`config.mk`:
```
export PLATFORM = sky130hd
export DESIGN_NAME = alu_result_serializer
export DESIGN_NICKNAME = d
export VERILOG_FILES = /design/src/rtl/alu_result_serializer_pkg.sv /design/src/rtl/alu_result_serializer_result_fifo.sv /design/src/rtl/alu_result_serializer.sv
export SDC_FILE = /design/constraint.sdc
export NUM_CORES = 1
export LEC_CHECK = 0
export BUFFER_PORTS_ARGS = -buffer_cell sky130_fd_sc_hd__buf_4
export CAP_MARGIN = 20
export CORE_MARGIN = 4
export CORE_UTILIZATION = 50
export CTS_CLUSTER_SIZE = 28
export DETAILED_ROUTE_END_ITERATION = 8
export GPL_TIMING_DRIVEN = 0
export PLACE_DENSITY = 0.69
export REMOVE_ABC_BUFFERS = 1
export SLEW_MARGIN = 20
export SYNTH_ARGS = -nofsm -noshare
export SYNTH_HDL_FRONTEND = slang
export SYNTH_SLANG_ARGS = --single-unit
```
`constraint.sdc`:
```
create_clock -name CLK -period 2.6 [get_ports CLK]
set_clock_uncertainty 0.1 [all_clocks]
set_input_delay 0.39 -clock CLK [delete_from_list [all_inputs] [get_ports CLK]]
set_output_delay 0.39 -clock CLK [all_outputs]
set_load 0.02 [all_outputs]
```
`src/rtl/alu_result_serializer_pkg.sv`:
```
// Shared definitions for the ALU result serializer: FSM state encoding and default byte width.
package alu_result_serializer_pkg;

  localparam int DEFAULT_DATA_WIDTH = 8;

  typedef enum logic [1:0] {
    IDLE     = 2'd0,
    SEND_LSB = 2'd1,
    SEND_MSB = 2'd2
  } ser_state_t;

endpackage

```
`src/rtl/alu_result_serializer_result_fifo.sv`:
```
// Synchronous FIFO with wrap-bit pointers; read data is the head entry, shown combinationally.
module result_fifo #(
  parameter int WIDTH = 16,
  parameter int DEPTH = 4
) (
  input  logic             clk,
  input  logic             rst,
  input  logic             push,
  input  logic             pop,
  input  logic [WIDTH-1:0] din,
  output logic [WIDTH-1:0] dout,
  output logic             full,
  output logic             empty
);

  localparam int AW = $clog2(DEPTH);

  logic [DEPTH-1:0][WIDTH-1:0] mem;
  logic [AW:0]                 wr_ptr, rd_ptr;
  logic                        do_push, do_pop;

  assign full    = (wr_ptr[AW-1:0] == rd_ptr[AW-1:0]) && (wr_ptr[AW] != rd_ptr[AW]);
  assign empty   = (wr_ptr == rd_ptr);
  assign do_push = push && !full;
  assign do_pop  = pop && !empty;
  assign dout    = mem[rd_ptr[AW-1:0]];

  always_ff @(posedge clk) begin
    if (rst) begin
      wr_ptr <= '0;
      rd_ptr <= '0;
    end else begin
      if (do_push) wr_ptr <= wr_ptr + 1'b1;
      if (do_pop)  rd_ptr <= rd_ptr + 1'b1;
    end
  end

  // Storage needs no reset: emptiness is defined by the pointers alone.
  always_ff @(posedge clk) begin
    if (do_push) mem[wr_ptr[AW-1:0]] <= din;
  end

endmodule

```
`src/rtl/alu_result_serializer.sv`:
```
// Buffers 2*DATA_WIDTH-bit ALU results and streams them out LSB byte first over valid/ready.
module alu_result_serializer
  import alu_result_serializer_pkg::*;
#(
  parameter int DATA_WIDTH = DEFAULT_DATA_WIDTH,
  parameter int FIFO_DEPTH = 4
) (
  input  logic                    CLK,
  input  logic                    RST,
  input  logic [2*DATA_WIDTH-1:0] ALU_OUT,
  input  logic                    OUT_VALID,
  input  logic                    TX_READY,
  output logic [DATA_WIDTH-1:0]   TX_DATA,
  output logic                    TX_VALID,
  output logic                    FULL,
  output logic                    BUSY,
  output logic                    OVERRUN
);

  ser_state_t              state, state_nxt;
  logic [2*DATA_WIDTH-1:0] hold;
  logic [2*DATA_WIDTH-1:0] fifo_dout;
  logic                    fifo_full, fifo_empty;
  logic                    pop;

  result_fifo #(
    .WIDTH (2*DATA_WIDTH),
    .DEPTH (FIFO_DEPTH)
  ) u_fifo (
    .clk   (CLK),
    .rst   (RST),
    .push  (OUT_VALID),
    .pop   (pop),
    .din   (ALU_OUT),
    .dout  (fifo_dout),
    .full  (fifo_full),
    .empty (fifo_empty)
  );

  // Pop loads hold at the same edge, so SEND_MSB can chain straight into the next LSB.
  always_comb begin
    state_nxt = state;
    pop       = 1'b0;
    case (state)
      IDLE: begin
        if (!fifo_empty) begin
          pop       = 1'b1;
          state_nxt = SEND_LSB;
        end
      end
      SEND_LSB: begin
        if (TX_READY) state_nxt = SEND_MSB;
      end
      SEND_MSB: begin
        if (TX_READY) begin
          if (!fifo_empty) begin
            pop       = 1'b1;
            state_nxt = SEND_LSB;
          end else begin
            state_nxt = IDLE;
          end
        end
      end
      default: state_nxt = IDLE;
    endcase
  end

  always_ff @(posedge CLK) begin
    if (RST) begin
      state   <= IDLE;
      hold    <= '0;
      OVERRUN <= 1'b0;
    end else begin
      state   <= state_nxt;
      if (pop) hold <= fifo_dout;
      OVERRUN <= OUT_VALID && fifo_full;
    end
  end

  always_comb begin
    TX_DATA = '0;
    case (state)
      SEND_LSB: TX_DATA = hold[DATA_WIDTH-1:0];
      SEND_MSB: TX_DATA = hold[2*DATA_WIDTH-1:DATA_WIDTH];
      default:  TX_DATA = '0;
    endcase
  end

  assign TX_VALID = (state != IDLE);
  assign FULL     = fifo_full;
  assign BUSY     = !fifo_empty || (state != IDLE);

endmodule

```
## Word-level counts from Yosys, hierarchy flattened

Index checks and enable logic that the tools add are counted.

| storage, ports and cells | value |
|---|---|
| register bits | 89 |
| bits of input ports | 20 |
| output and inout port bits | 12 |
| word-level logic and storage cells | 47 |

| operators by class | value |
|---|---|
| $add $sub $neg | 2 |
| magnitude comparators | 3 |
| eq/ne operators | 8 |
| multiplexer cells | 14 |
| reductions and logical operators | 11 |

Operators by type and width:

| kind | number |
|---|---|
| bitwise mux 64 bit | 1 |
| binary-select mux 16 bit (select 2 bit) | 1 |
| demux 16 bit (select 2 bit) | 1 |
| two-way mux 16 bit | 2 |
| one-hot mux 8 bit (2 select lines) | 1 |
| adder 3 x 1 -> 3 bit (second input constant) | 2 |
| < comparator 2 x 3 -> 1 bit (second input constant) | 2 |
| two-way mux 2 bit | 3 |
| != test 2 bit (second input constant) | 3 |
| one-hot mux 2 bit (3 select lines) | 1 |
| logical AND 1 bit | 5 |
| equality test 3 bit | 1 |
| two-way mux 1 bit | 3 |
| AND reduction 3 bit | 1 |
| equality test 2 x 1 -> 1 bit (second input constant) | 1 |
| equality test 2 bit | 1 |
| equality test 2 bit (second input constant) | 1 |
| >= comparator 2 x 1 -> 1 bit (second input constant) | 1 |
| zero test 1 bit | 2 |
| zero test 2 bit | 1 |
| one-hot mux 1 bit (2 select lines) | 1 |
| nonzero test 2 bit | 1 |
| logical OR 1 bit | 1 |
| != test 1 bit | 1 |

## Logic depth before layout (Yosys ltp)

Gate-level depths: netlist of run 1.

| logic depth | value |
|---|---|
| word-level depth | 5 |
| gate-level depth with buffers | 8 |
| depth with buffers taken out | 6 |

## Hierarchy

A second synthesis of run 1 with hierarchy kept.

| second synthesis, totals | value |
|---|---|
| cell total of the unflattened synthesis | 265 |
| area total of the unflattened synthesis | 3,963.8 um2 |

By module, submodules not included:

| module | instances | cells each | area an instance (um2) | sequential area each (um2) |
|---|---|---|---|---|
| result_fifo | 1 | 151 | 2,852.7 | 2,042.0 |
| alu_result_serializer | 1 | 114 | 1,111.1 | 380.4 |

## Least setup slack after synthesis of run 1

Ideal clock, no wire load.

| path | value |
|---|---|
| kind | reg-to-reg |
| start point | register u_fifo.wr_ptr[2] |
| end point | register u_fifo.mem[0] (netlist bit), enable pin |
| library setup time | 0.374 ns |
| arrival | 1.497 ns |
| data required time | 2.126 ns |
| setup slack | 0.630 ns |
| cell stages (with the launch flop) | 4 |
| buffers on the path | 0 |
| clock period less this slack | 1.970 ns |
| path through | dfxtp_1 > xnor2_1 > o31a_1 > and2_1 |

| between the ends | value |
|---|---|
| word-level cells in the longest chain between the ends | 4 |

RTL lines:

| element | line | text |
|---|---|---|
| start: declaration | alu_result_serializer_result_fifo.sv:19 | `logic [AW:0] wr_ptr, rd_ptr;` |
| start signal: assignment | alu_result_serializer_result_fifo.sv:33 | `if (do_push) wr_ptr <= wr_ptr + 1'b1;` |
| != test 1 bit | alu_result_serializer_result_fifo.sv:22 | `assign full = (wr_ptr[AW-1:0] == rd_ptr[AW-1:0]) && (wr_ptr[AW] != rd_ptr[AW]);` |
| logical AND 1 bit | alu_result_serializer_result_fifo.sv:22 |  |
| zero test 1 bit | alu_result_serializer_result_fifo.sv:24 | `assign do_push = push && !full;` |
| logical AND 1 bit | alu_result_serializer_result_fifo.sv:24 |  |
| end signal: indexed assignment | alu_result_serializer_result_fifo.sv:40 | `if (do_push) mem[wr_ptr[AW-1:0]] <= din;` |
| end: declaration | alu_result_serializer_result_fifo.sv:18 | `logic [DEPTH-1:0][WIDTH-1:0] mem;` |

No other way between the ends.
A chain may end at the register's enable or synchronous reset.

## Worst setup path in the final report of run 1

| path | value |
|---|---|
| start point | register u_fifo.rd_ptr[1] |
| end point | output BUSY |

| between the ends | value |
|---|---|
| word-level cells in the longest chain between the ends | 3 |

RTL lines:

| element | line | text |
|---|---|---|
| start: declaration | alu_result_serializer_result_fifo.sv:19 |  |
| start signal: assignment | alu_result_serializer_result_fifo.sv:34 | `if (do_pop) rd_ptr <= rd_ptr + 1'b1;` |
| equality test 3 bit | alu_result_serializer_result_fifo.sv:23 | `assign empty = (wr_ptr == rd_ptr);` |
| zero test 1 bit | alu_result_serializer.sv:91 | `assign BUSY = !fifo_empty \|\| (state != IDLE);` |
| logical OR 1 bit | alu_result_serializer.sv:91 |  |
| end: declaration | alu_result_serializer.sv:16 | `output logic BUSY,` |

No other way between the ends.

==> out/results.ini, run 1 <==
[hold_path]
hold_class=in -> reg

[logic_synthesis]
synth-compound-area-share_pct=6.833
synthCells=238
yosys_register_bits=89
yosysWarnings=0
synth_xor_xnor_area_share_pct=1.942
ys_top_cells_by_area=edfxtp_1 53%, dfxtp_1 14%, mux4_2 6.2%, mux4_1 4.4%, nand2_1 3.5%
synth_mux_area_share_pct=10.89
postSynthAreaPerCell_um2=15.16
syn-cell-area_um2=3607
yosysUniqueCellTypes=35
ys_seq_area_share_pct=67.15
synth_area_leader_cell=edfxtp_1
synth_top_family_by_area=multiplexers
synth_fa_ha_area_share_pct=3.469
synth-simple-area-share_pct=6.868
synth_top_area_share_pct=53.28

[worst_setup_path]
cpMaxStageDelayCell=dfxtp_2
cp-start-kind=flip-flop
end_kind=output port
path_cells=xnor2_1, nand4_1, buf_4
crit_type=reg -> out
critPathRequiredTime_ps=2110
worstPathMaxFanout=20
cpPeakStageDelay_ps=680
cp.arrival_ps=1850

[clock_tree]
path_clk_slew_ps=90
cts_inserted_buffers=9
cts_buffer_depth=2
post_cts_buffers=0
h-tree-depth=3
cts-root-buf=clkbuf_8
clock_latency_ps=350
cts_tree=done
cts.sinks=89

[placed_design]
place_area_um2=3889
gp_congestion=0.7880
dp_hpwl_mm=3.775
port_buffers=31

[drt]
wire_per_inst_um=16.48
vias_per_cell=5.285
totalWireLength_mm=6.080
firstDrtPassIters=4
vias=1950
drt_iter0_markers=101
drc_errors=0
antenna_left=0

[power]
peakVddDrop_mv=0.5194
power.clock.fraction_pct=25.3
p_leak_uw=0.001417
power.internal_uw=2557
total_power_uw=3684
p_seq_share_pct=50.7
power_frac_comb_pct=24.1
power.switching_uw=1127
p_sw_share_pct=30.60
power_density_nw_per_um2=900.4

[floorplan]
die_h_um=92.94
fp.dieW_um=92.94
die-area_um2=8637
coreArea_um2=6907
pin_count=32
num_rows=30
initial_utilization_pct=52.23

[timing]
worst_slew_pin_slew_ps=925.6
timing.final.crit_share_pct=90.09
tns_ps=0
slew_headroom_pct=38.10
maxSlewViolCount=0
fmax_mhz=426.9
setup_viol=0
hold_violations=0
rsz0062_at_grt=no
period_minus_slack_ps=2342

[flow_run]
max_cap_violations=0

[grt]
grt_usage_pct=15.37
antenna_found_initial=0
grt_max_degree=26
grt_pass1_vias=1966
grt_overflow=0
grt_pass1_wl_mm=9.949

[finish]
area_growth_syn_to_layout_pct=13.42
design_area_um2=4091
n_antenna_cell=0
nNetsFinal=298
drive_above_1_share_pct=22.71

[outcome]
outcome=complete, no violations

[per-stage QoR]
| stage | hold WS (ps) | util [%] | cells | worst slack (ps) |
|---|---|---|---|---|
| floorplan | 330.0 | - | 226 | 264.6 |
| global placement | 343.4 | 56.29 | 353 | -406.4 |
| detailed placement | 349.6 | 56.30 | 353 | -240.5 |
| CTS | 126.4 | 59.17 | 369 | 14.99 |
| global route | 118.4 | 59.24 | 369 | 50.79 |
| finish | 134.7 | 59.24 | 369 | 257.8 |
[synth_stat cells]
| library cell | instances |
|---|---|
| o2bb2ai_1 | 1 |
| a22oi_1 | 8 |
| nor3_1 | 1 |
| and2_1 | 3 |
| clkbuf_1 | 4 |
| inv_1 | 8 |
| a31oi_1 | 1 |
| buf_1 | 2 |
| nor2_1 | 4 |
| buf_2 | 1 |
| mux4_2 | 10 |
| mux4_1 | 6 |
| ha_1 | 10 |
| o21ai_0 | 1 |
| or3_1 | 1 |
| buf_4 | 3 |
| and3b_1 | 1 |
| nand3_1 | 2 |
| o31a_1 | 1 |
| xor2_1 | 3 |
| a211oi_1 | 1 |
| a31o_1 | 1 |
| dfxtp_1 | 25 |
| nand4_1 | 1 |
| mux2i_1 | 1 |
| a31oi_2 | 1 |
| o311ai_0 | 1 |
| nor2b_1 | 8 |
| nand2_1 | 34 |
| xnor2_1 | 5 |
| buf_6 | 2 |
| o21bai_1 | 1 |
| a21o_1 | 1 |
| a21oi_1 | 21 |
| edfxtp_1 | 64 |
[cells in the final DEF, fill, tap and decap left out, drive strengths merged, types with 2 or more instances in the layout]
master / count
dfxtp: 25
mux4: 16
clkbuf: 11
edfxtp: 64
ha: 10
a22oi: 8
a21oi: 21
clkinv: 2
buf: 31
xor2: 3
nand2: 34
inv: 9
nand3: 2
a31oi: 2
nor2b: 8
nor2: 4
and2: 3
xnor2: 5
[layer usage]
layer | global-route usage (%) | share of wire, %
met5 | 0 | 0
met4 | 4.762 | 0.64
met3 | 4.143 | 3.8
met2 | 24.30 | 49
met1 | 20.83 | 46
[final cells by class]
| cell class | instances | area [µm²] |
|---|---|---|
| Timing Repair Buffer | 31 | 232.7 |
| Clock buffer | 11 | 131.4 |
| Clock inverter | 5 | 63.81 |
| Inverter | 8 | 30.03 |
| Multi-Input combinational cell | 129 | 1086 |
| Tap cell | 96 | 120.1 |
| Fill cell | 579 | 2815 |
| Sequential cell | 89 | 2427 |
[logic make-up after synthesis]
logic type | Yosys count
buf+inv | 20
mux | 17
compound gates | 39
flops | 89
simple gates | 55
xor+xnor | 8
fa+ha+maj | 10
[power groups by stage]
stage,sequential [µW],combinational [µW],clock [µW]
5_1_grt,1900,999,1010
2_1_floorplan,1840,664,0
4_1_cts,1870,897,948
3_5_place_dp,1900,895,0
6_report,1870,886,931
3_3_place_gp,1890,881,0
[registers in the layout, summed over array words and instances, names as in the netlist]
signal	cells
u_fifo.wr_ptr	3
u_fifo.rd_ptr	3
OVERRUN	1
state	2
u_fifo.mem	64
hold	16
[critical path: cells and delay by family, from the launching register on]
kind	cells	cell delay, ps
XOR/XNOR	1	310
AND/OR/NAND/NOR	1	270
buffers and inverters	1	250
flip-flops	1	680
[worst paths after layout]
| check | from | to | slack [ps] | depth (start not counted) |
|---|---|---|---|---|
| min | ALU_OUT[8] | u_fifo.mem[56]$_DFFE_PP_ | 130 | 1 |
| max | u_fifo.rd_ptr[1]$_SDFFE_PP0P_ | BUSY | 260 | 3 |
| min reg2reg | hold[14]$_SDFFE_PP0P_ | hold[14]$_SDFFE_PP0P_ | 360 | 2 |
| max reg2reg | u_fifo.rd_ptr[1]$_SDFFE_PP0P_ | u_fifo.mem[53]$_DFFE_PP_ | 290 | 3 |
[what timing repair did]
item | 4_1_cts | 5_1_grt
setup endpoints to repair | 74 | 53
gates resized for setup | 2 | 4
hold buffers | 0 | 0
Power figures use the tool's default switching activity.
==> run 2, diff against run 1 <==
- clock period: 2.6 -> 2.3 ns (I/O delays scaled with it)
==> out/results.ini, run 2 (synthesized netlist as in run 1, its figures left out) <==
[worst_setup_path]
cp.arrival_ps=1680  ; -170 ps
critPathRequiredTime_ps=1860  ; -250 ps
r2r_slack_ps=230  ; -60 ps
end_kind=output port
crit_type=reg -> out
cp-start-kind=flip-flop
worstPathMaxFanout=11  ; -45%

[timing]
period_minus_slack_ps=2121
tns_ps=0  ; unchanged
rsz0062_at_grt=no
timing.final.crit_share_pct=92.21
setup_ws_ps=179.1  ; -78.66 ps
fmax_mhz=471.5
hold_ws_ps=93.69  ; -41.02 ps
hold_violations=0  ; unchanged
worst_slew_pin_slew_ps=528.4  ; -397.2 ps
slew_headroom_pct=64.77  ; +27 points
maxSlewViolCount=0  ; unchanged
setup_viol=0  ; unchanged

[floorplan]
num_rows=30  ; unchanged
initial_utilization_pct=52.23  ; unchanged
pin_count=32  ; unchanged
fp.dieW_um=92.94  ; unchanged
die-area_um2=8637  ; unchanged
die_h_um=92.94  ; unchanged
coreArea_um2=6907  ; unchanged

[drt]
drt_iter0_markers=93  ; -7.9%
firstDrtPassIters=4  ; unchanged
vias=1938  ; -0.62%
antenna_left=0  ; unchanged
drc_errors=0  ; unchanged
vias_per_cell=5.252  ; -0.62%
totalWireLength_mm=6.090  ; +0.16%
wire_per_inst_um=16.50  ; +0.16%

[clock_tree]
clock_latency_ps=350  ; about the same
cts_tree=done
post_cts_buffers=0  ; unchanged
cts_buffer_depth=2  ; unchanged
path_clk_slew_ps=90  ; about the same
cts-root-buf=clkbuf_8
cts_inserted_buffers=9  ; unchanged
cts.sinks=89  ; unchanged
h-tree-depth=3  ; unchanged
cts_resized=7  ; +5
hold_buffers=0  ; unchanged

[finish]
nNetsFinal=298  ; unchanged
most-common-layout-cells=64 x edfxtp_1, 34 x nand2_1, 31 x buf_4
final_common_cell=edfxtp_1
largest_register_ffs=64  ; unchanged
nFillCells=575  ; -0.69%
area_growth_syn_to_layout_pct=14.36
instances_no_fill=369  ; unchanged
n_antenna_cell=0  ; unchanged
drive_above_1_share_pct=24.18  ; +1.5 points

[hold_path]
hold_class=in -> reg

[power]
peakVddDrop_mv=0.5871  ; +13%
p_leak_uw=0.001426  ; +0.58%
power_density_nw_per_um2=1016  ; +13%

[grt]
grt_max_degree=26  ; unchanged
grt_usage_pct=15.37  ; unchanged
grt_pass1_wl_mm=9.949  ; unchanged
antenna_found_initial=0  ; unchanged
grt_overflow=0  ; unchanged
grt_pass1_vias=1966  ; unchanged

[outcome]
outcome=complete, no violations

[placed_design]
post-place-ws_ps=-540.4  ; -300.0 ps
dp_hpwl_mm=3.775  ; unchanged
dp.cells=353  ; unchanged
gp_congestion=0.7880  ; unchanged
port_buffers=31  ; unchanged

[flow_run]
max_cap_violations=0  ; unchanged

-- run 2: cell counts in the layout (fill, tap and decap cells not counted) --
No cell type changed its count.
-- run 2: cell type report --
| cell class | instances | area (µm²) | area share (%) |
|---|---|---|---|
| clock buffers | 11 | 131.4 | 3.185 |
| well taps | 96 | 120.1 | 2.912 |
| clock inverters | 5 | 63.81 | 1.547 |
| flip-flops and latches | 89 | 2430 | 58.90 |
| inverters | 8 | 30.03 | 0.7279 |
| repair buffers | 31 | 232.7 | 5.641 |
| multi-input cells | 129 | 1117 | 27.09 |
-- run 2: routing by layer --
metal  GRT usage (%)  part of all wire, %  vias to the layer above  wire [µm]
met4           4.762                 0.34                        0         21
met1           20.83                   47                      956       2857
met2           24.30                   49                       35       2975
met5               0                    0                        -          0
met3           4.143                  3.9                        2        235
li1                -                    -                      945          -
-- run 2: critical path: stages (launching register included) --
cell	delay [ps]
dfxtp_1	430
inv_1	90
ha_1	340
a22oi_1	230
nor2b_1	80
buf_4	160
-- run 2: worst paths after layout --
path,startpoint,end,depth (start not counted)
max,state[0]$_SDFFE_PP0P_,TX_DATA[3],5
min,ALU_OUT[8],u_fifo.mem[56]$_DFFE_PP_,1
max reg2reg,u_fifo.rd_ptr[0]$_SDFFE_PP0P_,u_fifo.mem[21]$_DFFE_PP_,3
min reg2reg,hold[14]$_SDFFE_PP0P_,hold[14]$_SDFFE_PP0P_,2
-- run 2: where the power goes --
part | internal [µW] | total, µW | switching [µW]
Sequential | 1920 | 2120 | 192
Clock | 511 | 1050 | 540
Combinational | 473 | 1030 | 552
-- run 2: through the flow --
step / total power [µW] / util [%] / area [µm²]
finish: 4192 / 59.73 / 4125
CTS: 4204 / 59.24 / 4091
global placement: 3135 / 56.29 / 3887
detailed placement: 3164 / 56.30 / 3889
floorplan: 2836 / - / 3535
global route: 4448 / 59.73 / 4125
==> run 3, diff against run 2 <==
- CORE_ASPECT_RATIO: not set -> 0.8
==> out/results.ini, run 3 (synthesized netlist as in run 1, its figures left out) <==
[outcome]
outcome=complete, no violations

[worst_setup_path]
cp.arrival_ps=1740  ; +60 ps
worstPathMaxFanout=8  ; -3
cp-start-kind=flip-flop
crit_type=reg -> out
end_kind=output port
critPathRequiredTime_ps=1860  ; about the same

[flow_run]
max_cap_violations=0  ; unchanged

[floorplan]
num_rows=27  ; -10%
fp.dieW_um=103.0  ; +11%
die-area_um2=8646  ; +0.10%
pin_count=32  ; unchanged
die_h_um=83.97  ; -9.6%
initial_utilization_pct=51.83  ; -0.39 points
coreArea_um2=6959  ; +0.76%

[placed_design]
dp_hpwl_mm=3.698  ; -2.0%
place_area_um2=3877  ; -0.29%
gp_congestion=0.7968  ; +1.1%
port_buffers=31  ; unchanged
dp.cells=344  ; -2.5%

[drt]
wl_met3_um=255  ; +8.5%
drt_iter0_markers=75  ; -19%
wl_met2_mm=2.935  ; -1.3%
drc_errors=0  ; unchanged
vias=1940  ; +0.10%
vias_per_cell=5.389  ; +2.6%
totalWireLength_mm=6.130  ; +0.66%
wl_met1_mm=2.884  ; +0.95%
antenna_left=0  ; unchanged
routed.top_layer=met4
firstDrtPassIters=4  ; unchanged
wire_per_inst_um=17.03  ; +3.2%

[clock_tree]
clock_latency_ps=350  ; about the same
cts-root-buf=clkbuf_8
cts.sinks=89  ; unchanged
path_clk_slew_ps=90  ; about the same
cts_inserted_buffers=9  ; unchanged
cts_buffer_depth=2  ; unchanged
h-tree-depth=3  ; unchanged
cts_tree=done

[finish]
largest_register_ffs=64  ; unchanged
drive_above_1_share_pct=24.91  ; +0.73 points
n_antenna_cell=0  ; unchanged
final_common_cell=edfxtp_1
design_area_um2=4136  ; +0.27%
instances_no_fill=360  ; -2.4%
utilization_pct=59.44  ; -0.29 points
nFillCells=537  ; -6.6%
nNetsFinal=298  ; unchanged
area_growth_syn_to_layout_pct=14.67
most-common-layout-cells=64 x edfxtp_1, 34 x nand2_1, 31 x buf_4

[timing]
rsz0062_at_grt=no
maxSlewViolCount=0  ; unchanged
period_minus_slack_ps=2189  ; +68.40 ps
tns_ps=0  ; unchanged
hold_violations=0  ; unchanged
slew_headroom_pct=57.35  ; -7.4 points
setup_viol=0  ; unchanged
timing.final.crit_share_pct=95.19  ; +3.0 points
fmax_mhz=456.8  ; -3.1%
hold_ws_ps=88.33  ; -5.359 ps
worst_slew_pin_slew_ps=631.7  ; +103.3 ps

[grt]
grt_max_degree=26  ; unchanged
grt_pass1_wl_mm=9.832  ; -1.2%
grt_overflow=0  ; unchanged
grt_pass1_vias=1892  ; -3.8%
antenna_found_initial=0  ; unchanged
grt_usage_pct=15.37  ; about the same

[power]
p_sw_share_pct=29.99  ; -0.63 points
power.clock.fraction_pct=26.7  ; +1.6 points
power_frac_comb_pct=24.2  ; -0.3 points
peakVddDrop_mv=0.4634  ; -21%
power.switching_uw=1291  ; +0.62%
p_leak_uw=0.001430  ; +0.27%
power_density_nw_per_um2=1041  ; +2.4%
p_seq_share_pct=49.1  ; -1.4 points
power.internal_uw=3015  ; +3.7%

[hold_path]
hold_class=in -> reg

==> run 3: cell types whose count changed in the layout (fill, tap and decap cells not counted) <==
cell | previous run | this run
o311ai_0 | 0 | 1
inv_6 | 1 | 0
xnor2_2 | 3 | 2
xnor2_1 | 2 | 3
bufinv_16 | 1 | 2
clkinvlp_4 | 1 | 2
ha_1 | 10 | 8
clkbuf_1 | 2 | 1
o311ai_1 | 1 | 0
ha_2 | 0 | 2
==> run 3: final timing paths <==
check                             endpoint  slack (ps)                          start  cells after the start
hold / removal    u_fifo.mem[36]$_DFFE_PP_          90                     ALU_OUT[4]                      1
setup reg to reg  u_fifo.mem[55]$_DFFE_PP_         180  u_fifo.rd_ptr[0]$_SDFFE_PP0P_                      3
setup / recovery                TX_DATA[1]         110          state[0]$_SDFFE_PP0P_                      4
hold reg to reg       hold[3]$_SDFFE_PP0P_         360           hold[3]$_SDFFE_PP0P_                      2
==> run 3: area by class of cell <==
cell class | count | area (µm²) | share of cell area (%)
flip-flops and latches | 89 | 2430 | 58.74
multi-input cells | 129 | 1115 | 26.95
repair buffers | 31 | 232.7 | 5.626
clock buffers | 10 | 127.6 | 3.085
well taps | 87 | 108.9 | 2.632
clock inverters | 6 | 92.59 | 2.238
inverters | 8 | 30.03 | 0.7260
==> run 3: through the flow <==
stage               worst slack [ps]  total power, µW
floorplan                     -35.43             2836
global placement              -706.9             3146
detailed placement            -547.6             3175
CTS                            37.63             4338
global route                   1.980             4549
finish                         110.7             4306
==> run 3: power groups by stage <==
stage / clock network [µW] / logic, µW / registers (µW)
floorplan: 0 / 751 / 2080
global placement: 0 / 1010 / 2140
detailed placement: 0 / 1020 / 2150
CTS: 1180 / 1040 / 2120
global route: 1250 / 1160 / 2150
finish: 1150 / 1040 / 2110
==> run 3: layer usage <==
metal  global-route usage [%]  vias up
li1                         -      951
met5                        0        -
met1                    21.09      951
met3                    5.597        5
met2                    23.47       33
met4                    3.529        0
==> run 3: critical path, stage by stage (launching register included) <==
cell and delay, ps:
dfxtp_1 430, inv_1 90, ha_1 450, nor2b_1 250, buf_4 180
==> run 3: what timing repair did <==
item                       4_1_cts  5_1_grt
hold buffers                     0        0
hold endpoints to repair         0        0
buffers inserted                 0        0
pin swaps                        0        0
resized for setup                9        4
setup endpoints to repair       85       57
